$ cat config.mk
export PLATFORM = sky130hd
export DESIGN_NAME = alu_cmd_seq
export DESIGN_NICKNAME = d
export VERILOG_FILES = /design/src/rtl/alu_cmd_seq.sv
export SDC_FILE = /design/constraint.sdc
export NUM_CORES = 1
export LEC_CHECK = 0
export ABC_AREA = 0
export BUFFER_PORTS_ARGS = -buffer_cell sky130_fd_sc_hd__clkbuf_2
export CORE_ASPECT_RATIO = 1.25
export CORE_UTILIZATION = 30
export DETAILED_ROUTE_END_ITERATION = 6
export PLACE_DENSITY = 0.57
export SLEW_MARGIN = 30
export SYNTH_ARGS = -nofsm -noshare
export SYNTH_HDL_FRONTEND = slang
export SYNTH_SLANG_ARGS = --single-unit
$ cat constraint.sdc
create_clock -name clk -period 3.06 [get_ports clk]
set_input_delay 0.612 -clock clk [delete_from_list [all_inputs] [get_ports clk]]
set_output_delay 0.612 -clock clk [all_outputs]
set_load 0.01 [all_outputs]
$ cat src/rtl/alu_cmd_seq.sv
// Purpose: queues ALU commands in a circular FIFO and sequences each one through
//          an external ALU (drive, wait for ack, hold result for downstream).
// Latency: accept at T0 into empty FIFO/idle FSM -> DRIVE at T1, CAPTURE at T2,
//          out_valid at T3 (with alu_ack=1); one result per 4 cycles when unstalled.
// Backpressure: in_ready = FIFO not full (no bypass when full); result is held
//          stable in HOLD until out_ready; CAPTURE waits indefinitely for alu_ack.
//
// Ports:
//   clk, rst             clock, synchronous active-high reset
//   in_valid/in_ready    command handshake; in_a, in_b operands, in_op opcode
//   alu_a/alu_b/alu_s    operands and select driven to the external ALU
//   alu_res/alu_ack      ALU result and its valid strobe
//   out_valid/out_ready  result handshake; out_res, out_op, out_err payload
//   count                FIFO occupancy, 0..DEPTH
module alu_cmd_seq #(
  parameter int DEPTH = 4
) (
  input  logic                     clk,
  input  logic                     rst,
  input  logic                     in_valid,
  output logic                     in_ready,
  input  logic [3:0]               in_a,
  input  logic [3:0]               in_b,
  input  logic [3:0]               in_op,
  output logic [3:0]               alu_a,
  output logic [3:0]               alu_b,
  output logic [3:0]               alu_s,
  input  logic [3:0]               alu_res,
  input  logic                     alu_ack,
  output logic                     out_valid,
  input  logic                     out_ready,
  output logic [3:0]               out_res,
  output logic [3:0]               out_op,
  output logic                     out_err,
  output logic [$clog2(DEPTH):0]   count
);

  localparam int AW = $clog2(DEPTH);
  localparam logic [AW:0] FULL_CNT = DEPTH[AW:0];

  typedef enum logic [1:0] {
    IDLE    = 2'd0,
    DRIVE   = 2'd1,
    CAPTURE = 2'd2,
    HOLD    = 2'd3
  } state_t;

  state_t r_state;
  state_t w_next;

  // FIFO entry packs {op, a, b}
  logic [11:0]   r_mem [DEPTH];
  logic [AW-1:0] r_wptr;
  logic [AW-1:0] r_rptr;
  logic [AW:0]   r_count;

  logic [3:0]    r_a;
  logic [3:0]    r_b;
  logic [3:0]    r_op;

  logic          r_out_vld;
  logic [3:0]    r_out_res;
  logic [3:0]    r_out_op;
  logic          r_out_err;

  logic          w_in_ready;
  logic          w_push;
  logic          w_pop;
  logic          w_capture;
  logic          w_release;
  logic          w_err;

  // Full means not ready, even if a pop happens this edge: no bypass path.
  assign w_in_ready = (r_count != FULL_CNT);
  assign w_push     = in_valid && w_in_ready;

  // Divide (0011) or modulo (1011) by zero.
  assign w_err = ((r_op == 4'b0011) || (r_op == 4'b1011)) && (r_b == 4'h0);

  // State register
  always_ff @(posedge clk) begin
    if (rst) begin
      r_state <= IDLE;
    end else begin
      r_state <= w_next;
    end
  end

  // Next state and per-state strobes
  always_comb begin
    w_next    = r_state;
    w_pop     = 1'b0;
    w_capture = 1'b0;
    w_release = 1'b0;
    case (r_state)
      IDLE: begin
        if (r_count != '0) begin
          w_pop  = 1'b1;
          w_next = DRIVE;
        end
      end
      DRIVE: begin
        // One cycle of settle time for the ALU.
        w_next = CAPTURE;
      end
      CAPTURE: begin
        if (alu_ack) begin
          w_capture = 1'b1;
          w_next    = HOLD;
        end
      end
      HOLD: begin
        if (out_ready) begin
          w_release = 1'b1;
          w_next    = IDLE;
        end
      end
      default: begin
        w_next = IDLE;
      end
    endcase
  end

  // FIFO storage carries no reset; validity is tracked by pointers and count.
  always_ff @(posedge clk) begin
    if (w_push) begin
      r_mem[r_wptr] <= {in_op, in_a, in_b};
    end
  end

  // FIFO control, operand registers and result registers
  always_ff @(posedge clk) begin
    if (rst) begin
      r_wptr    <= '0;
      r_rptr    <= '0;
      r_count   <= '0;
      r_a       <= 4'h0;
      r_b       <= 4'h0;
      r_op      <= 4'h0;
      r_out_vld <= 1'b0;
      r_out_res <= 4'h0;
      r_out_op  <= 4'h0;
      r_out_err <= 1'b0;
    end else begin
      // Pointers wrap naturally because DEPTH is a power of two.
      if (w_push) begin
        r_wptr <= r_wptr + 1'b1;
      end
      if (w_pop) begin
        {r_op, r_a, r_b} <= r_mem[r_rptr];
        r_rptr           <= r_rptr + 1'b1;
      end
      case ({w_push, w_pop})
        2'b10:   r_count <= r_count + 1'b1;
        2'b01:   r_count <= r_count - 1'b1;
        default: r_count <= r_count;
      endcase

      if (w_capture) begin
        r_out_res <= w_err ? 4'h0 : alu_res;
        r_out_op  <= r_op;
        r_out_err <= w_err;
        r_out_vld <= 1'b1;
      end else if (w_release) begin
        r_out_vld <= 1'b0;
      end
    end
  end

  assign in_ready  = w_in_ready;
  assign alu_a     = r_a;
  assign alu_b     = r_b;
  assign alu_s     = r_op;
  assign out_valid = r_out_vld;
  assign out_res   = r_out_res;
  assign out_op    = r_out_op;
  assign out_err   = r_out_err;
  assign count     = r_count;

endmodule

# [Yosys cells after proc, flatten, opt, wreduce, memory -nomap -nowiden]
# Memories as Yosys holds them, arrays and structs flattened. A register that Yosys moved wholly into a read port is not among the register bits.
# Index checks and enable logic that the tools add are counted.
[totals] regBits=19 latch_bits=0 ram_bits=48 romBits=0 inputBits=21 out_inout_bits=26 wordCells=49 memories=1
[memory_table] memory="r_mem" words=4 word_bits=12 rd=1 rd_ports_with_merged_regs=1 wr=1 line="52" text="logic [11:0] r_mem [DEPTH];"
[op_classes] addsub=4 n_mul=0 div=0 n_lt_le_gt_ge=0 n_eq_ne=11 shifts=0 mux=16 bitwise_logic=0 n_reduce_logical=9
[ops] op="1-bit 2-to-1 mux" count=10
[ops] op="2-bit one-hot mux with 4 select lines" count=1
[ops] op="2-bit equality test (second input constant)" count=3
[ops] op="2-bit 2-to-1 mux" count=3
[ops] op="2-bit != test (second input constant)" count=3
[ops] op="3-bit one-hot mux with 2 select lines" count=1
[ops] op="2-bit by 1-bit adder with 2-bit output (second input constant)" count=2
[ops] op="2-bit by 1-bit equality test with 1-bit output (second input constant)" count=2
[ops] op="4-bit by 2-bit equality test with 1-bit output (second input constant)" count=1
[ops] op="4-bit equality test (second input constant)" count=1
[ops] op="4-bit zero test" count=1
[ops] op="4-bit 2-to-1 mux" count=1
[ops] op="2-bit nonzero test" count=2
[ops] op="3-bit by 1-bit adder with 3-bit output (second input constant)" count=1
[ops] op="3-bit != test (second input constant)" count=1
[ops] op="3-bit AND reduction" count=1
[ops] op="3-bit nonzero test" count=1
[ops] op="3-bit by 1-bit subtractor with 3-bit output (second input constant)" count=1
[ops] op="1-bit logical AND" count=2
[ops] op="2-bit zero test" count=1
[ops] op="1-bit logical OR" count=1

# [Longest topological paths before layout]
# Gate-level depths: netlist (run 1).
[logic_depth] word_depth=5 mapped_depth=9 depth_no_buf=9

# [Worst setup path before layout (run 1)]
# No wires, ideal clock.
[synth_path] path_kind="reg2reg" startpoint="register r_count[2] (netlist: count[2])" endpoint="register r_count[2] (netlist: count[2])" setup_time_ns=0.071 arrival_time_ns=2.233 required_time_ns=2.989 setup_slack_ns=0.756 path_stages_with_launch=10 n_path_buf=1 period_less_slack_ns=2.304 path_cell_list="dfxtp_1 or3b_1 clkbuf_1 nand2_1 ha_1 inv_1 fa_1 xor2_1 or3_1 a21oi_1"
[synth_via] elab_cells_between_ends=11 classes_between="add/sub (2); eq/ne (3); mux (3); reduce/logical (3)"
[synth_lines] element="from (decl)" line="55" text="logic [AW:0] r_count;"
[synth_lines] element="from (signal assigned)" line="154" text="2'b10: r_count <= r_count + 1'b1;"
[synth_lines] element="from (signal assigned)" line="155" text="2'b01: r_count <= r_count - 1'b1;"
[synth_lines] element="from (signal assigned)" line="156" text="default: r_count <= r_count;"
[synth_lines] element="3-bit != test *" line="74" text="assign w_in_ready = (r_count != FULL_CNT);"
[synth_lines] element="net in_ready" line="21" text="output logic in_ready,"
[synth_lines] element="1-bit logical AND *" line="75" text="assign w_push = in_valid && w_in_ready;"
[synth_lines] element="2-bit by 1-bit equality test with 1-bit output or 2-bit equality test (tied branches)" line="153" text="case ({w_push, w_pop})"
[synth_lines] element="3-bit one-hot mux with 2 select lines or 2-bit nonzero test (tied branches)"
# The timed path passes the listed nets; every way through them passes the cells marked *.
# A chain may end at the register's enable or synchronous reset.

# [Worst setup path in the final report (run 1)]
[layout_path] startpoint="register r_count[2] (netlist: count[2])" endpoint="register r_count[2] (netlist: count[2])"
[layout_via] elab_chain_len=5 elab_cells_between_ends=11 classes_between="add/sub (2); eq/ne (3); mux (3); reduce/logical (3)"
[layout_lines] element="3-bit nonzero test" line="97" text="if (r_count != '0) begin"
[layout_lines] element="1-bit 2-to-1 mux" line="97"
[layout_lines] element="1-bit 2-to-1 mux" line="95" text="case (r_state)"
[layout_lines] element="2-bit by 1-bit equality test with 1-bit output or 2-bit equality test (tied branches)" line="153"
[layout_lines] element="3-bit one-hot mux with 2 select lines or 2-bit nonzero test (tied branches)"
# Several ways; a longest one is shown, not always the timed one.

==> results.py, run 1 <==
metrics = {
    "setup_path": {
        "cp.arrival_ns": 2.63,
        "worst_path_max_delay_cell": "or3b_1",
        "ff2ff_setup_slack_ns": 0.68,
        "regToRegEndpoint": "count[2]",
        "worst-endpoint-required_ns": 3.32,
        "slowest_delay_ns": 0.52,
        "startpoint_type": "register",
        "cp-end-kind": "register",
        "crit_chain": "or3b_1 > nand2_1 > ha_1 > inv_1 > fa_1 > xor2_1 > or3_1 > a21oi_1",
        "crit_type": "register to register",
        "timing.rr.start": "count[2]",
        "reg2reg_depth": 8,
        "critPathMaxFanout": 10,
    },
    "place": {
        "port_buffers": 46,
        "pre_cts_slack_ns": 0.715,
        "hpwl_um": 3790,
        "gp_congestion": 0.702,
    },
    "power_and_ir_drop": {
        "p_leak_nw": 1.38,
        "p_comb_share_pct": 24.0,
        "power.switching_w": 0.00103,
        "pwr-share-seq_pct": 44.6,
        "irDropWorstVdd_v": 0.000341,
        "p_int_w": 0.00228,
        "swShare_pct": 31.2,
        "pwr-share-clk_pct": 31.3,
        "power_density_nw_per_um2": 890,
    },
    "timing": {
        "period_share_pct": 77.7,
        "fin_tns_setup_ns": 0,
        "hold_violations": 0,
        "grt_setup_unrepaired": "false",
        "slew_violations": 0,
        "final.setup.worst_slack_ns": 0.683,
        "relSlewSlack_pct": 54.7,
        "fin_skew_ns": 0.00794,
        "setup_viol_count_final": 0,
        "period_needed_ns": 2.38,
        "hold-worst-slack_ns": 0.456,
        "worst_pin_slew_ns": 0.680,
        "timing.fmax_ghz": 0.421,
    },
    "final_layout": {
        "fin_nets": 284,
        "fillers": 918,
        "multi_input_area_um2": 927,
        "num_antenna_cells": 0,
        "final_cell_mix": "edfxtp_1, clkbuf_2, dfxtp_1",
        "syn_to_final_growth_pct": 21.5,
        "final_common_cell": "edfxtp_1",
        "layout-drive-gt1-share_pct": 30.2,
        "seqCellArea_um2": 2060,
    },
    "clock_tree": {
        "clockBufferDepth": 2,
        "cts_hold_buf": 0,
        "clk_latency_ns": 0.33,
        "cts_setup_buffers": 0,
        "htree_levels": 3,
        "clockRootBuffer": "clkbuf_16",
        "cts_num_sinks": 79,
        "clkTransAtPathRegs_ns": 0.06,
        "post_cts_resized": 0,
        "numCtsBuffers": 9,
        "cts_tree": "yes",
    },
    "global_routing": {
        "antenna_found_initial": 0,
        "track_usage_pct": 11.8,
        "grt_pass1_vias": 1805,
        "grt_max_degree": 20,
        "grt_pass1_wl_um": 9270,
        "grt-ovfl-total": 0,
    },
    "min_path": {
        "holdPathEnd": "out_res[1]",
        "min_from": "out_res[1]",
        "holdCritPathClass": "register to register",
        "min_delay_path_depth": 2,
    },
    "route": {
        "route.met2.wl_um": 2670,
        "topRoutingLayerUsed": "met4",
        "wire_per_inst_um": 14.6,
        "met3WireLength_um": 313,
        "ant_nets": 0,
        "dr.pass1.iters": 4,
        "wl_met1_um": 2510,
        "dr_total_vias": 1808,
        "vias_per_cell": 4.71,
        "dr.first_iter.drc_count": 62,
        "drc_errors": 0,
        "wl_um": 5620,
    },
    "synthesis": {
        "synthArstFlopShare_pct": 0,
        "synth_cell_types": 34,
        "syn_inst": 204,
        "synth_area_um2": 3060,
        "synth-seq-cells": 79,
        "synth_nets": 235,
        "synthTopCellsByArea": "edfxtp_1, dfxtp_1, mux4_2, ha_1, a22o_1",
        "synth_top_area_share_pct": 47.1,
        "syn_avg_cell_area_um2": 15.0,
        "synth_flop_cell": "edfxtp_1",
        "synth-edff-count": 48,
        "yosysTopAreaCell": "edfxtp_1",
        "synth_seq_area_share_pct": 67.3,
        "yosys_warnings": 0,
    },
    "die": {
        "fp.dieArea_um2": 10600,
        "die_w_um": 92.4,
        "start_util_pct": 31.4,
        "io_pins": 47,
        "std_cell_rows": 40,
        "core_area_um2": 9760,
        "die_h_um": 115,
    },
    "status": {
        "outcome": "complete, no violations",
    },
    "run": {
        "maxCapViolCount": 0,
    },
}
power groups by stage:
stage	registers, W	clock network, W	logic (W)
6_report	0.00148	0.00104	0.000795
5_1_grt	0.00151	0.00113	0.000892
4_1_cts	0.00148	0.00107	0.000816
3_5_place_dp	0.00151	0	0.000814
3_3_place_gp	0.00150	0	0.000811
2_1_floorplan	0.00148	0	0.000545
stage by stage:
| step | util [%] | total power, W | instance area (um^2) | instances |
|---|---|---|---|---|
| 2_1_floorplan | - | 0.00203 | 3060 | 204 |
| 3_3_place_gp | 35.1 | 0.00231 | 3420 | 368 |
| 3_5_place_dp | 35.1 | 0.00232 | 3420 | 368 |
| 4_1_cts | 38.1 | 0.00337 | 3720 | 384 |
| 5_1_grt | 38.1 | 0.00353 | 3720 | 384 |
| 6_report | 38.1 | 0.00331 | 3720 | 384 |
logic make-up (layout without fill, tap and decap cells):
kind of cell               Yosys count  count (layout)  share of synthesized area (%)
and+or+nand+nor                     42              42                           6.82
adders and majority gates           10              10                           4.33
xor gates and xnor gates             4               4                           1.14
muxes                               12              12                           8.83
DFF                                 79              79                           67.3
AOI/OAI and AO/OA                   39              39                           9.15
buffers and inverters               18              72                           2.37
state kept, by name, indices dropped and copies added (netlist names):
register / flops
r_mem: 48
alu_a: 4
alu_b: 4
alu_s: 4
out_op: 4
out_res: 4
count: 3
r_rptr: 2
r_state: 2
r_wptr: 2
out_err: 1
out_valid: 1
worst max path at each step:
stage	start	end	slack, ns	depth (start not counted)
2_1_floorplan	count[2]	count[2]	0.76	9
3_3_place_gp	count[2]	count[2]	0.82	8
3_5_place_dp	count[2]	count[2]	0.71	8
4_1_cts	count[2]	count[2]	0.69	8
5_1_grt	count[2]	count[2]	0.52	8
6_report	count[2]	count[2]	0.68	8
metal layers:
layer	global-route usage (%)	up-vias
met3	3.77	12
li1	-	878
met5	0	-
met2	18.6	49
met4	6.88	0
met1	14.3	869
cell usage after synthesis, drive strengths merged, types with 3 or more instances:
master	number
nand2	17
buf	6
clkbuf	4
inv	8
xor2	3
ha	9
and3	4
a21oi	14
dfxtp	31
o211ai	4
edfxtp	48
a22o	12
nor2	8
mux4	12
critical path: cells and delay by family (launching register included):
family / cells / cell delay [ns]
XOR/XNOR: 1 / 0.16
adder cells (fa/ha/maj): 2 / 0.55
AO/OA/AOI/OAI: 1 / 0.16
flip-flops: 1 / 0.43
AND/OR/NAND/NOR: 3 / 0.96
buffers and inverters: 1 / 0.06
layout make-up:
type,count,area share (%)
repair buffers,48,6.59
clock buffers,9,6.06
clock inverters,7,1.92
inverters,8,0.808
multi-input cells,107,24.9
flip-flops and latches,79,55.5
well taps,126,4.24
Note: power is estimated with default switching activity, not from simulation.
==> run 2: changes to the inputs <==
--- a/config.mk
+++ b/config.mk
@@ -5,12 +5,12 @@
 export SDC_FILE = /design/constraint.sdc
 export NUM_CORES = 1
 export LEC_CHECK = 0
-export ABC_AREA = 0
+export ABC_AREA = 1
 export BUFFER_PORTS_ARGS = -buffer_cell sky130_fd_sc_hd__clkbuf_2
 export CORE_ASPECT_RATIO = 1.25
 export CORE_UTILIZATION = 30
 export DETAILED_ROUTE_END_ITERATION = 6
-export PLACE_DENSITY = 0.57
+export PLACE_DENSITY = 0.58
 export SLEW_MARGIN = 30
 export SYNTH_ARGS = -nofsm -noshare
 export SYNTH_HDL_FRONTEND = slang
==> constraint.sdc (replaced) <==
create_clock -name clk -period 2.18 [get_ports clk]
set_input_delay 0.436 -clock clk [delete_from_list [all_inputs] [get_ports clk]]
set_output_delay 0.436 -clock clk [all_outputs]
set_load 0.01 [all_outputs]
==> run 2 against run 1 <==
  * Core utilization shrank 1.2 points
  * Critical path depth is 3 higher
  * Clock-buffer cell count unchanged
  * Clock skew fell by 0.0015 ns
  * Die area is 6.0% higher
  * Hold slack worse by 0.14 ns
  * First-iteration DRC count shrank 8.1%
  * Total power rose by 54%
  * Synthesized cell count grew 58%
==> results.py, run 2 <==
metrics = {
    "route": {
        "dr.pass1.iters": 4,
        "wire_per_inst_um": 12.8,
        "vias_per_cell": 4.42,
        "drc_errors": 0,
        "ant_nets": 0,
        "dr_total_vias": 2264,
        "dr.first_iter.drc_count": 57,
        "wl_um": 6570,
    },
    "die": {
        "die_w_um": 95.1,
        "std_cell_rows": 42,
        "io_pins": 47,
        "fp.dieArea_um2": 11300,
        "start_util_pct": 30.8,
        "core_area_um2": 10600,
        "die_h_um": 118,
    },
    "final_layout": {
        "final_cell_mix": "nor2_1, edfxtp_1, clkbuf_2",
        "final_common_cell": "nor2_1",
        "fin_nets": 406,
        "largest_register_ffs": 48,
        "regMostFlops": "r_mem",
        "layout-drive-gt1-share_pct": 21.3,
        "syn_to_final_growth_pct": 20.1,
        "num_antenna_cells": 0,
    },
    "synthesis": {
        "yosysTopAreaCell": "edfxtp_1",
        "synth_area_um2": 3250,
        "synthArstFlopShare_pct": 0,
        "syn_inst": 323,
        "synth_cell_types": 20,
        "synth_seq_area_share_pct": 63.5,
        "synth-seq-cells": 79,
        "yosys_warnings": 0,
        "synthTopCellsByArea": "edfxtp_1, dfxtp_1, nor2_1, o21ai_1, ha_1",
        "synth_top_area_share_pct": 44.4,
        "syn_avg_cell_area_um2": 10.1,
        "synth_nets": 354,
        "synth-edff-count": 48,
        "yosysMostFrequentCell": "nor2_1",
        "synth_flop_cell": "edfxtp_1",
        "yosys-top-cells-count": "nor2_1, edfxtp_1, o21ai_1",
    },
    "place": {
        "hpwl_um": 4410,
        "port_buffers": 46,
        "gp_congestion": 0.714,
    },
    "clock_tree": {
        "cts_hold_buf": 0,
        "clockBufferDepth": 2,
        "clockRootBuffer": "clkbuf_16",
        "htree_levels": 3,
        "numCtsBuffers": 9,
        "cts_tree": "yes",
        "post_cts_resized": 0,
        "clk_latency_ns": 0.34,
        "cts_num_sinks": 79,
        "clkTransAtPathRegs_ns": 0.06,
        "cts_setup_buffers": 0,
    },
    "setup_path": {
        "cp-end-kind": "register",
        "startpoint_type": "register",
        "critPathMaxFanout": 14,
        "cp.arrival_ns": 2.22,
        "crit_chain": "inv_1 > ha_1 > nand2_4 > inv_4 > ha_1 > inv_1 > fa_1 > nand2_1 > nand3_1 > o21ai_0 > a21oi_1",
        "worst_path_max_delay_cell": "fa_1",
        "worst-endpoint-required_ns": 2.41,
        "slowest_delay_ns": 0.39,
        "crit_start": "r_state[0]",
        "crit_type": "register to register",
        "timing.rr.start": "r_state[0]",
        "worst-path-buf-inv": 3,
        "critPathTopFamily": "adder cells",
    },
    "run": {
        "maxCapViolCount": 0,
    },
    "timing": {
        "setup_viol_count_final": 0,
        "slew_violations": 0,
        "grt_setup_unrepaired": "false",
        "worst_pin_slew_ns": 0.386,
        "fin_skew_ns": 0.00643,
        "timing.fmax_ghz": 0.502,
        "relSlewSlack_pct": 74.2,
        "hold_violations": 0,
        "period_needed_ns": 1.99,
        "period_share_pct": 91.4,
        "fin_tns_setup_ns": 0,
    },
    "global_routing": {
        "grt_pass1_vias": 2177,
        "antenna_found_initial": 0,
        "track_usage_pct": 12.6,
        "grt_max_degree": 28,
        "grt-ovfl-total": 0,
        "grt_pass1_wl_um": 10500,
    },
    "power_and_ir_drop": {
        "power_density_nw_per_um2": 1310,
        "p_comb_share_pct": 30.4,
        "swShare_pct": 35.2,
        "totalPowerFinal_w": 0.00510,
        "p_leak_nw": 1.59,
        "irDropWorstVdd_v": 0.000425,
        "pwr-share-seq_pct": 39.2,
        "p_int_w": 0.00331,
        "pwr-share-clk_pct": 30.5,
        "power.switching_w": 0.00179,
    },
    "min_path": {
        "min_from": "in_op[3]",
        "holdCritPathClass": "input pin to register",
    },
    "status": {
        "outcome": "complete, no violations",
    },
}
run 2: stage by stage:
step	setup slack (ns)	std cells	util (%)	cell area, um^2	hold slack, ns
after floorplan	0.292	323	-	3250	0.477
after global placement	0.274	496	34.0	3590	0.450
after detailed placement	0.193	496	34.0	3590	0.457
after CTS	0.180	512	36.9	3900	0.304
after global routing	0.0253	512	36.9	3900	0.317
final	0.187	512	36.9	3900	0.317
run 2: power by group through the flow:
stage | sequential (W) | clock [W] | combinational [W]
6_report | 0.00200 | 0.00155 | 0.00155
5_1_grt | 0.00203 | 0.00167 | 0.00181
4_1_cts | 0.00200 | 0.00160 | 0.00158
3_5_place_dp | 0.00203 | 0 | 0.00158
3_3_place_gp | 0.00202 | 0 | 0.00154
2_1_floorplan | 0.00205 | 0 | 0.00119
run 2: worst paths after layout:
check / endpoint / slack (ns) / cells after the start
worst max-delay path: count[2] / 0.19 / 11
worst max register to register: count[2] / 0.19 / 11
worst min register to register: out_valid / 0.47 / 2
worst min-delay path: r_mem[3][11] / 0.32 / 1
run 2: cells by family after synthesis:
family,synth area share [%]
and+or+nand+nor,16.2
DFF,63.5
AOI/OAI and AO/OA,9.70
buffers and inverters,6.55
adders and majority gates,4.08
run 2: cell type report:
| type | count | area [um^2] |
|---|---|---|
| Tap cell | 132 | 165 |
| Sequential cell | 79 | 2060 |
| Clock buffer | 9 | 225 |
| Multi-Input combinational cell | 205 | 975 |
| Timing Repair Buffer | 53 | 283 |
| Inverter | 27 | 106 |
| Clock inverter | 7 | 85.1 |
| Fill cell | 1039 | 6660 |
run 2: routing by layer:
layer	global-route usage, %	part of all wire [%]	up-vias
li1	-	-	1183
met1	14.0	42	1033
met2	21.4	52	40
met3	3.22	4.6	8
met4	7.10	1.9	0
met5	0	0	-
==> run 3: changes to the inputs <==
--- a/config.mk
+++ b/config.mk
@@ -9,6 +9,7 @@
 export BUFFER_PORTS_ARGS = -buffer_cell sky130_fd_sc_hd__clkbuf_2
 export CORE_ASPECT_RATIO = 1.25
 export CORE_UTILIZATION = 30
+export CTS_BUF_LIST = sky130_fd_sc_hd__clkbuf_4 sky130_fd_sc_hd__clkbuf_8
 export DETAILED_ROUTE_END_ITERATION = 6
 export PLACE_DENSITY = 0.58
 export SLEW_MARGIN = 30
==> run 3 against run 2 <==
  * Clock skew rose by 0.0096 ns
  * Highest routed layer unchanged
  * Register-to-register slack barely moved
  * Non-clock buffer count is the same
  * Largest cell class unchanged
  * Critical path depth stayed put
  * Routed wire length about the same
  * Cell area down 2.6%
  * Hold slack got worse by 0.024 ns
==> results.py, run 3 (same netlist as run 2, synthesis figures left out) <==
metrics = {
    "status": {
        "outcome": "complete, no violations",
    },
    "final_layout": {
        "final_cell_mix": "nor2_1, edfxtp_1, clkbuf_2",
        "num_antenna_cells": 0,
        "layout-drive-gt1-share_pct": 21.3,
        "final_common_cell": "nor2_1",
        "regMostFlops": "r_mem",
        "layout.cells.non_filler": 512,
        "syn_to_final_growth_pct": 16.9,
        "largest_register_ffs": 48,
        "fin_nets": 406,
        "fillers": 1054,
    },
    "timing": {
        "hold_violations": 0,
        "period_share_pct": 91.4,
        "relSlewSlack_pct": 74.0,
        "fin_skew_ns": 0.0160,
        "worst_pin_slew_ns": 0.390,
        "slew_violations": 0,
        "setup_viol_count_final": 0,
        "timing.fmax_ghz": 0.502,
        "period_needed_ns": 1.99,
        "fin_tns_setup_ns": 0,
        "grt_setup_unrepaired": "false",
    },
    "clock_tree": {
        "clkTransAtPathRegs_ns": 0.09,
        "cts_setup_buffers": 0,
        "clk_latency_ns": 0.36,
        "cts_num_sinks": 79,
        "clockBufferDepth": 2,
        "htree_levels": 3,
        "clockRootBuffer": "clkbuf_8",
        "numCtsBuffers": 9,
        "post_cts_resized": 0,
        "cts_hold_buf": 0,
        "cts_tree": "yes",
    },
    "route": {
        "vias_per_cell": 4.40,
        "dr.pass1.iters": 4,
        "drc_errors": 0,
        "dr_total_vias": 2251,
        "wire_per_inst_um": 12.8,
        "dr.first_iter.drc_count": 50,
        "ant_nets": 0,
        "wl_um": 6570,
    },
    "die": {
        "die_w_um": 95.1,
        "fp.dieArea_um2": 11300,
        "core_area_um2": 10600,
        "start_util_pct": 30.8,
        "die_h_um": 118,
        "std_cell_rows": 42,
        "io_pins": 47,
    },
    "setup_path": {
        "worst-endpoint-required_ns": 2.43,
        "startpoint_type": "register",
        "critPathMaxFanout": 14,
        "cp.arrival_ns": 2.25,
        "cp-end-kind": "register",
        "reg2reg_depth": 11,
        "crit_type": "register to register",
    },
    "place": {
        "gp_congestion": 0.714,
        "hpwl_um": 4410,
        "port_buffers": 46,
        "dpl.cell_count": 496,
    },
    "global_routing": {
        "grt_pass1_wl_um": 10500,
        "antenna_found_initial": 0,
        "track_usage_pct": 12.5,
        "grt-ovfl-total": 0,
        "grt_pass1_vias": 2168,
        "grt_max_degree": 28,
    },
    "power_and_ir_drop": {
        "power_density_nw_per_um2": 1240,
        "irDropWorstVdd_v": 0.000361,
        "p_leak_nw": 1.55,
    },
    "min_path": {
        "holdCritPathClass": "input pin to register",
        "min_delay_path_depth": 1,
    },
    "run": {
        "maxCapViolCount": 0,
    },
}
==> run 3: changes by cell type in the layout (fill, tap and decap cells not counted) <==
cell       change
clkbuf_8       +9
clkbuf_16      -9
==> run 3: routing by layer <==
metal	vias up	GRT usage, %	routed length [um]	part of all wire (%)
met4	0	7.67	111	1.7
li1	1174	-	-	-
met5	-	0	0	0
met3	6	2.45	268	4.1
met2	37	21.3	3380	52
met1	1034	14.1	2800	43
==> run 3: cell type report <==
type | count | area (um^2) | share of cell area [%]
Sequential cell | 79 | 2060 | 54.3
Multi-Input combinational cell | 205 | 975 | 25.7
Timing Repair Buffer | 53 | 283 | 7.44
Tap cell | 132 | 165 | 4.35
Clock buffer | 9 | 124 | 3.26
Inverter | 27 | 106 | 2.80
Clock inverter | 7 | 85.1 | 2.24
==> run 3: power breakdown <==
part	internal, W	total [W]	switching (W)
Sequential	0.00185	0.00200	0.000148
Combinational	0.000542	0.00156	0.00102
Clock	0.000555	0.00114	0.000588
Total	0.00295	0.00470	0.00175
==> run 3: worst paths after layout <==
| check | from | to | slack, ns |
|---|---|---|---|
| worst max-delay path | r_state[0] | count[2] | 0.19 |
| worst min-delay path | in_b[0] | r_mem[3][0] | 0.29 |
| worst max register to register | r_state[0] | count[2] | 0.19 |
| worst min register to register | out_valid | out_valid | 0.47 |
==> run 3: metrics by stage <==
| stage | cell area [um^2] | util [%] | hold WS (ns) | total power [W] | setup WS (ns) |
|---|---|---|---|---|---|
| global route | 3800 | 36.0 | 0.291 | 0.00509 | 0.0177 |
| finish | 3800 | 36.0 | 0.293 | 0.00470 | 0.187 |
| detailed placement | 3590 | 34.0 | 0.457 | 0.00361 | 0.193 |
| global placement | 3590 | 34.0 | 0.450 | 0.00357 | 0.274 |
| floorplan | 3250 | - | 0.477 | 0.00324 | 0.292 |
| CTS | 3800 | 36.0 | 0.281 | 0.00477 | 0.176 |
==> run 3: worst max-delay path, cell delays in order (launching register included) <==
cell	delay [ns]
dfxtp_1	0.33
inv_1	0.10
ha_1	0.23
nand2_4	0.07
inv_4	0.13
ha_1	0.19
inv_1	0.07
fa_1	0.39
nand2_1	0.08
nand3_1	0.08
o21ai_0	0.16
a21oi_1	0.05
